==> config.mk <==
export PLATFORM = sky130hd
export DESIGN_NAME = parking_duration_tracker
export DESIGN_NICKNAME = d
export VERILOG_FILES = /design/src/rtl/parking_duration_tracker.sv
export SDC_FILE = /design/constraint.sdc
export NUM_CORES = 1
export LEC_CHECK = 0
export CORE_AREA = 2 2 91 93
export CTS_CLUSTER_DIAMETER = 80
export CTS_CLUSTER_SIZE = 25
export DETAILED_ROUTE_END_ITERATION = 10
export DIE_AREA = 0 0 93 95
export GPL_TIMING_DRIVEN = 0
export PLACE_DENSITY = 0.75
export SKIP_LAST_GASP = 1
export SLEW_MARGIN = 20
export SYNTH_ARGS = -nofsm -noshare
export SYNTH_HDL_FRONTEND = slang
export SYNTH_SLANG_ARGS = --single-unit
==> constraint.sdc <==
create_clock -name clk -period 3.3 [get_ports clk]
set_input_delay 0.825 -clock clk [delete_from_list [all_inputs] [get_ports clk]]
set_output_delay 0.825 -clock clk [all_outputs]
set_load 0.02 [all_outputs]
==> src/rtl/parking_duration_tracker.sv <==
`default_nettype none
// ============================================================================
// Module      : parking_duration_tracker
// Description : Multi-slot occupancy timer. Keeps a free-running time base,
//               timestamps an entry per slot, and reports the elapsed
//               duration (now - entry time, modulo 2^WIDTH) on exit. Includes
//               wrap-around detection, optional saturation and error pulses.
// Revision    : 1.0 - initial release
// ----------------------------------------------------------------------------
// Ports
//   clk            in   1      rising-edge clock
//   rst_n          in   1      asynchronous active-low reset
//   tick_i         in   1      advance time base by one
//   entry_valid_i  in   1      car enters entry_slot_i this cycle
//   entry_slot_i   in   SW     entry slot index
//   exit_valid_i   in   1      car leaves exit_slot_i this cycle
//   exit_slot_i    in   SW     exit slot index
//   now_o          out  WIDTH  current time base
//   occupied_o     out  SLOTS  per-slot occupancy flags
//   full_o         out  1      all slots occupied
//   empty_o        out  1      no slot occupied
//   dur_valid_o    out  1      one-cycle pulse, duration result available
//   dur_slot_o     out  SW     slot the result belongs to
//   dur_value_o    out  WIDTH  elapsed ticks
//   dur_sat_o      out  1      elapsed time reached 2^WIDTH ticks
//   err_entry_o    out  1      pulse: entry to an occupied slot
//   err_exit_o     out  1      pulse: exit from an empty slot
// ============================================================================
module parking_duration_tracker #(
  parameter int WIDTH    = 8,
  parameter int SLOTS    = 4,
  parameter int SATURATE = 1,
  localparam int SW      = $clog2(SLOTS)
) (
  input  logic             clk,
  input  logic             rst_n,
  input  logic             tick_i,
  input  logic             entry_valid_i,
  input  logic [SW-1:0]    entry_slot_i,
  input  logic             exit_valid_i,
  input  logic [SW-1:0]    exit_slot_i,
  output logic [WIDTH-1:0] now_o,
  output logic [SLOTS-1:0] occupied_o,
  output logic             full_o,
  output logic             empty_o,
  output logic             dur_valid_o,
  output logic [SW-1:0]    dur_slot_o,
  output logic [WIDTH-1:0] dur_value_o,
  output logic             dur_sat_o,
  output logic             err_entry_o,
  output logic             err_exit_o
);

  localparam logic [SW:0] c_SLOTS = (SW+1)'(SLOTS);

  // Time base
  logic [WIDTH-1:0] now_q, now_d;

  // Per-slot state gathered into vectors for the shared exit/entry muxes
  logic [SLOTS-1:0] w_occ_q;
  logic [SLOTS-1:0] w_occ_d;
  logic [SLOTS-1:0] w_wrap_q;
  logic [WIDTH-1:0] w_ts_q [SLOTS];

  // Registered outputs
  logic             full_q, empty_q;
  logic             dur_valid_q;
  logic [SW-1:0]    dur_slot_q;
  logic [WIDTH-1:0] dur_value_q;
  logic             dur_sat_q;
  logic             err_entry_q, err_exit_q;

  // Event qualification: indices beyond the last slot are silently dropped
  logic w_entry_ok, w_exit_ok;
  assign w_entry_ok = entry_valid_i && ({1'b0, entry_slot_i} < c_SLOTS);
  assign w_exit_ok  = exit_valid_i  && ({1'b0, exit_slot_i}  < c_SLOTS);

  assign now_d = now_q + {{(WIDTH-1){1'b0}}, tick_i};

  // Select the addressed slot's state for exit and entry
  logic [WIDTH-1:0] w_x_ts;
  logic             w_x_wrap;
  logic             w_x_occ;
  logic             w_e_occ;

  always_comb begin
    w_x_ts   = '0;
    w_x_wrap = 1'b0;
    w_x_occ  = 1'b0;
    w_e_occ  = 1'b0;
    for (int s = 0; s < SLOTS; s++) begin
      if (exit_slot_i == SW'(s)) begin
        w_x_ts   = w_ts_q[s];
        w_x_wrap = w_wrap_q[s];
        w_x_occ  = w_occ_q[s];
      end
      if (entry_slot_i == SW'(s)) begin
        w_e_occ = w_occ_q[s];
      end
    end
  end

  logic             w_exit_do;
  logic             w_same_slot;
  logic             w_err_entry;
  logic             w_err_exit;
  logic [WIDTH-1:0] w_elapsed;
  logic [WIDTH-1:0] w_dur_value;

  assign w_exit_do   = w_exit_ok && w_x_occ;
  assign w_err_exit  = w_exit_ok && !w_x_occ;
  assign w_same_slot = w_exit_ok && (entry_slot_i == exit_slot_i);
  // An occupied slot that is also being exited this cycle is a turnover,
  // not a double entry.
  assign w_err_entry = w_entry_ok && w_e_occ && !w_same_slot;
  assign w_elapsed   = now_q - w_x_ts;
  assign w_dur_value = (w_x_wrap && (SATURATE != 0)) ? {WIDTH{1'b1}} : w_elapsed;

  // --------------------------------------------------------------------------
  // Per-slot storage
  // --------------------------------------------------------------------------
  for (genvar s = 0; s < SLOTS; s++) begin : g_slot
    logic             occ_q, occ_d;
    logic             wrap_q, wrap_d;
    logic [WIDTH-1:0] ts_q, ts_d;
    logic             w_entry_hit, w_exit_hit, w_exit_do_s, w_entry_acc;

    assign w_entry_hit = w_entry_ok && (entry_slot_i == SW'(s));
    assign w_exit_hit  = w_exit_ok  && (exit_slot_i  == SW'(s));
    assign w_exit_do_s = w_exit_hit && occ_q;
    // Entry lands if the slot is free, or is being vacated in the same cycle
    assign w_entry_acc = w_entry_hit && (!occ_q || w_exit_do_s);

    always_comb begin
      occ_d  = occ_q;
      wrap_d = wrap_q;
      ts_d   = ts_q;
      if (w_entry_acc) begin
        occ_d  = 1'b1;
        wrap_d = 1'b0;
        ts_d   = now_q;
      end else begin
        if (w_exit_do_s) begin
          occ_d = 1'b0;
        end
        // The tick that brings the time base back round to the entry stamp
        // marks a full 2^WIDTH-tick stay; sticky until the next entry.
        if (tick_i && occ_q && (now_d == ts_q)) begin
          wrap_d = 1'b1;
        end
      end
    end

    always_ff @(posedge clk or negedge rst_n) begin
      if (!rst_n) begin
        occ_q  <= 1'b0;
        wrap_q <= 1'b0;
        ts_q   <= '0;
      end else begin
        occ_q  <= occ_d;
        wrap_q <= wrap_d;
        ts_q   <= ts_d;
      end
    end

    assign w_occ_q[s]  = occ_q;
    assign w_occ_d[s]  = occ_d;
    assign w_wrap_q[s] = wrap_q;
    assign w_ts_q[s]   = ts_q;
  end

  // --------------------------------------------------------------------------
  // Time base, status and result registers
  // --------------------------------------------------------------------------
  always_ff @(posedge clk or negedge rst_n) begin
    if (!rst_n) begin
      now_q       <= '0;
      full_q      <= 1'b0;
      empty_q     <= 1'b1;
      dur_valid_q <= 1'b0;
      dur_slot_q  <= '0;
      dur_value_q <= '0;
      dur_sat_q   <= 1'b0;
      err_entry_q <= 1'b0;
      err_exit_q  <= 1'b0;
    end else begin
      now_q       <= now_d;
      full_q      <= &w_occ_d;
      empty_q     <= ~|w_occ_d;
      dur_valid_q <= w_exit_do;
      err_entry_q <= w_err_entry;
      err_exit_q  <= w_err_exit;
      // Result fields hold their last value between pulses
      if (w_exit_do) begin
        dur_slot_q  <= exit_slot_i;
        dur_value_q <= w_dur_value;
        dur_sat_q   <= w_x_wrap;
      end
    end
  end

  assign now_o       = now_q;
  assign occupied_o  = w_occ_q;
  assign full_o      = full_q;
  assign empty_o     = empty_q;
  assign dur_valid_o = dur_valid_q;
  assign dur_slot_o  = dur_slot_q;
  assign dur_value_o = dur_value_q;
  assign dur_sat_o   = dur_sat_q;
  assign err_entry_o = err_entry_q;
  assign err_exit_o  = err_exit_q;

endmodule
`default_nettype wire

==> impl_results.rst <==
.. list-table::
   :header-rows: 1

   * - Metric
     - Value
   * - Count of input and output buffers
     - 34
   * - Number of detailed-routing iterations run before antenna repair
     - 4
   * - Number of flops mapped to enable cells by yosys
     - 0
   * - Largest fanout on the critical path
     - 10
   * - Path depth of the worst reg2reg path
     - 8
   * - I/O pin count
     - 37
   * - Share of post-route cells with drive strength above 1
     - 20.7%
   * - Slew at the pin closest to its max-slew limit
     - 0.775 ns
   * - Data arrival time of the worst path
     - 3.33 ns
   * - Final setup violation count
     - 0
   * - Most used standard cell by instance count after synthesis
     - dfrtp_1
   * - Layout overhead on the synthesized area
     - 18.8%
   * - Number of buffers on the longest clock path
     - 2
   * - Total DRC errors in the routed layout
     - 0
   * - Met2 routed WL
     - 4450 um
   * - First-pass GRT wire length
     - 14600 um
   * - Total clock sinks
     - 64
   * - Routed via count
     - 2897
   * - Detailed Route WL
     - 8910 um
   * - Dominant cell type by area after synthesis
     - dfrtp_1
   * - Synth cell count leaders
     - dfrtp_1 (63), mux2_2 (28), nand2_1 (26)
   * - Class of the most critical hold timing path
     - in2async
   * - Inst Count DP
     - 501
   * - R2r endpoint
     - g_slot[1].wrap_q
   * - Highest achievable clock rate
     - 322 MHz
   * - Result of the run
     - finished, final reports clean
   * - Final cycle utilization of the critical path
     - 94.0%
   * - Leakage component of the power
     - 1.91 nW
   * - Max Slew Vio Count
     - 0
   * - Top FF cell, synth
     - dfrtp_1
   * - Maximum Capacitance Violations
     - 0
   * - Antenna cells
     - 0
   * - Clock tree skew after final layout
     - 0.0139 ns
   * - Hold-fix buffers at CTS
     - 0
   * - Top delay family on crit path
     - compound AO/OA/AOI/OAI gates
   * - Post-Route Setup TNS
     - 0 ns
   * - Number of fill cells
     - 665
   * - Pin count of the biggest net entering global routing
     - 42
   * - Worst VDD drop
     - 0.343 mV
   * - HPWL reported at the end of detailed placement
     - 6510 um
   * - Leading post-synthesis cells by cell area
     - dfrtp_1 (41%), mux2_2 (8.2%), mux4_2 (6.4%)
   * - Gpl congestion
     - 0.917
   * - Number of warnings reported in the yosys synthesis log
     - 0
   * - Type of destination of the critical path
     - flop
   * - Count of nets left with antenna violations after detail routing
     - 0
   * - Number of buffers added for setup after CTS
     - 0
   * - Post-CTS clock slew at the launch and capture registers of the worst setup and hold paths
     - 0.08 ns
   * - Library cell contributing the largest single delay on the critical path
     - fa_1
   * - Number of cells in the finished layout apart from fillers
     - 516
   * - Routed met1 length
     - 3890 um
   * - Number of DRC markers after the initial detailed-route iteration
     - 217
   * - Worst r2r src
     - now_o[0]
   * - Clock tree from TritonCTS
     - yes
   * - Number of antenna violations at the first check in global routing
     - 0
   * - Final net count
     - 425
   * - Buf+Inv Stages, Crit Path
     - 2
   * - Full die area
     - 8840 um^2
   * - Total nets after synthesis
     - 380
   * - Clock Latency Late Sink
     - 0.35 ns
   * - Netlist area before placement
     - 3840 um^2
   * - Cell with the most instances on the worst path
     - o21ai_0
   * - Sum of overflow across all layers after global routing
     - 0
   * - Initial Utilization
     - 48.5%
   * - Synth top area share
     - 41.0%
   * - FF-to-FF setup slack
     - 0.63 ns
   * - Data required time at the worst endpoint
     - 3.53 ns
   * - Highest layer used for signal routing
     - met4
   * - Setup CP Type
     - in2reg
   * - Final Total Pwr
     - 4.22 mW
   * - # resized after CTS
     - 5
   * - Number of synthesized register bits
     - 64
   * - Netlist cell types
     - 51
   * - Number of instances in the synthesized netlist
     - 361
   * - Core area
     - 7930 um^2
   * - Number of hold-slack violations in the final timing report
     - 0
   * - Setup repair after global routing missed its margin
     - false
   * - Routed met3 length
     - 432 um
   * - Post-detailed-route via-to-cell ratio
     - 5.61
   * - Max-slew headroom at the worst pin
     - 48.4%
   * - Type of element launching the critical path
     - primary input
   * - Async set-reset flop share out of synthesis
     - 100%
   * - Peak per-stage delay on the critical path
     - 0.40 ns
   * - GRT Resource Usage Total
     - 21.9%
   * - Cells along the critical path
     - clkdlybuf4s15_1 -> clkbuf_8 -> mux4_2 -> ha_1 -> fa_1 -> nand2b_1 -> a21boi_1 -> o21ai_0 -> nand2_1 -> o21ai_0 -> o32a_1
   * - H-Tree Level Count
     - 3
   * - Routed wire length per instance
     - 17.3 um
   * - Cell row count
     - 33
   * - Sequential fraction of the synthesis area
     - 41.7%
   * - Die height
     - 95 um
   * - Via count of the first global-routing pass
     - 2853
   * - Root Buffer Master
     - clkbuf_8
   * - Post-synthesis average cell area
     - 10.7 um^2
   * - TritonCTS Buffers
     - 9
   * - Chip Width
     - 93 um
   * - Post-layout min period
     - 3.10 ns
   * - Pwr Density
     - 924 nW/um^2
[how the worst max path moves through the flow]
stage / from / endpoint / slack (ns) / depth (start not counted)
finish: exit_slot_i[1] / dur_value_o[6] / 0.20 / 11
global route: exit_slot_i[1] / dur_value_o[6] / 0.001 / 11
CTS: tick_i / g_slot[2].wrap_q / 0.01 / 10
detailed placement: exit_slot_i[1] / dur_value_o[6] / -0.92 / 11
global placement: exit_slot_i[1] / dur_value_o[6] / -0.91 / 11
floorplan: exit_slot_i[0] / dur_value_o[6] / 0.03 / 11
[layer usage]
metal	GRT usage, %	vias up
met3	4.23	12
met5	0	-
met2	36.4	80
li1	-	1374
met1	28.8	1431
met4	7.60	0
[stage by stage]
| step | cell area (um^2) | utilization, % | setup WS (ns) | hold WS, ns |
|---|---|---|---|---|
| after floorplan | 3850 | - | 0.0340 | 0.478 |
| after global placement | 4320 | 54.5 | -0.909 | 0.462 |
| after detailed placement | 4340 | 54.8 | -0.923 | 0.473 |
| after CTS | 4530 | 57.1 | 0.0130 | 0.388 |
| after global routing | 4570 | 57.6 | 0.00107 | 0.401 |
| final | 4570 | 57.6 | 0.198 | 0.381 |
[flip-flops by register name, summed over array words and instances, names as in the netlist]
name / flops
dur_value_o: 8
dur_valid_o: 1
err_exit_o: 1
full_o: 1
g_slot.wrap_q: 4
empty_o: 1
dur_slot_o: 2
dur_sat_o: 1
g_slot.occ_q: 4
err_entry_o: 1
now_o: 8
g_slot.ts_q: 32
[kinds of logic (layout without fill, tap and decap cells)]
group                    after synthesis  in the layout  share of synthesized area (%)
AO/OA/AOI/OAI                         69             69                           11.7
XOR/XNOR                              34             34                           8.95
adder cells (fa/ha/maj)               10             10                           3.45
buffers and inverters                 50            100                           5.95
flip-flops                            64             64                           41.7
multiplexers                          40             40                           14.9
AND/OR/NAND/NOR                       94             94                           13.3
[placed cells by master, fill, tap and decap left out, types with 5 or more instances in the layout]
cell type | synthesis | final
ha_1 | 9 | 8
nand3b_1 | 5 | 5
mux2_2 | 28 | 28
dfrtp_1 | 63 | 63
a21oi_1 | 15 | 15
nor2b_1 | 12 | 12
o21ai_0 | 21 | 20
xnor2_1 | 22 | 21
inv_1 | 23 | 23
nand4_1 | 5 | 5
mux4_2 | 11 | 11
xor2_1 | 9 | 9
buf_4 | 4 | 5
nand2_1 | 26 | 26
nor2_1 | 13 | 13
o2111ai_1 | 5 | 5
nor3_1 | 5 | 5
buf_2 | 9 | 9
clkdlybuf4s50_1 | 0 | 31
clkbuf_1 | 11 | 7
nand2b_1 | 7 | 7
clkbuf_8 | 0 | 11
[final cells by class]
type	instances	area, um^2	share of cell area [%]
Buffer	25	163	3.56
Inverter	24	90.1	1.97
Clock buffer	10	138	3.01
Sequential cell	64	1600	35.1
Timing Repair Buffer	35	360	7.89
Clock inverter	6	43.8	0.959
Tap cell	105	131	2.88
Multi-Input combinational cell	247	2040	44.6
[power by group]
group          internal (mW)  leakage (nW)  total (mW)  switching, mW
logic                   1.12          1.04        2.23           1.11
registers               1.06         0.793        1.36          0.307
clock network          0.294        0.0809       0.628          0.334
Power figures use the tool's default switching activity.
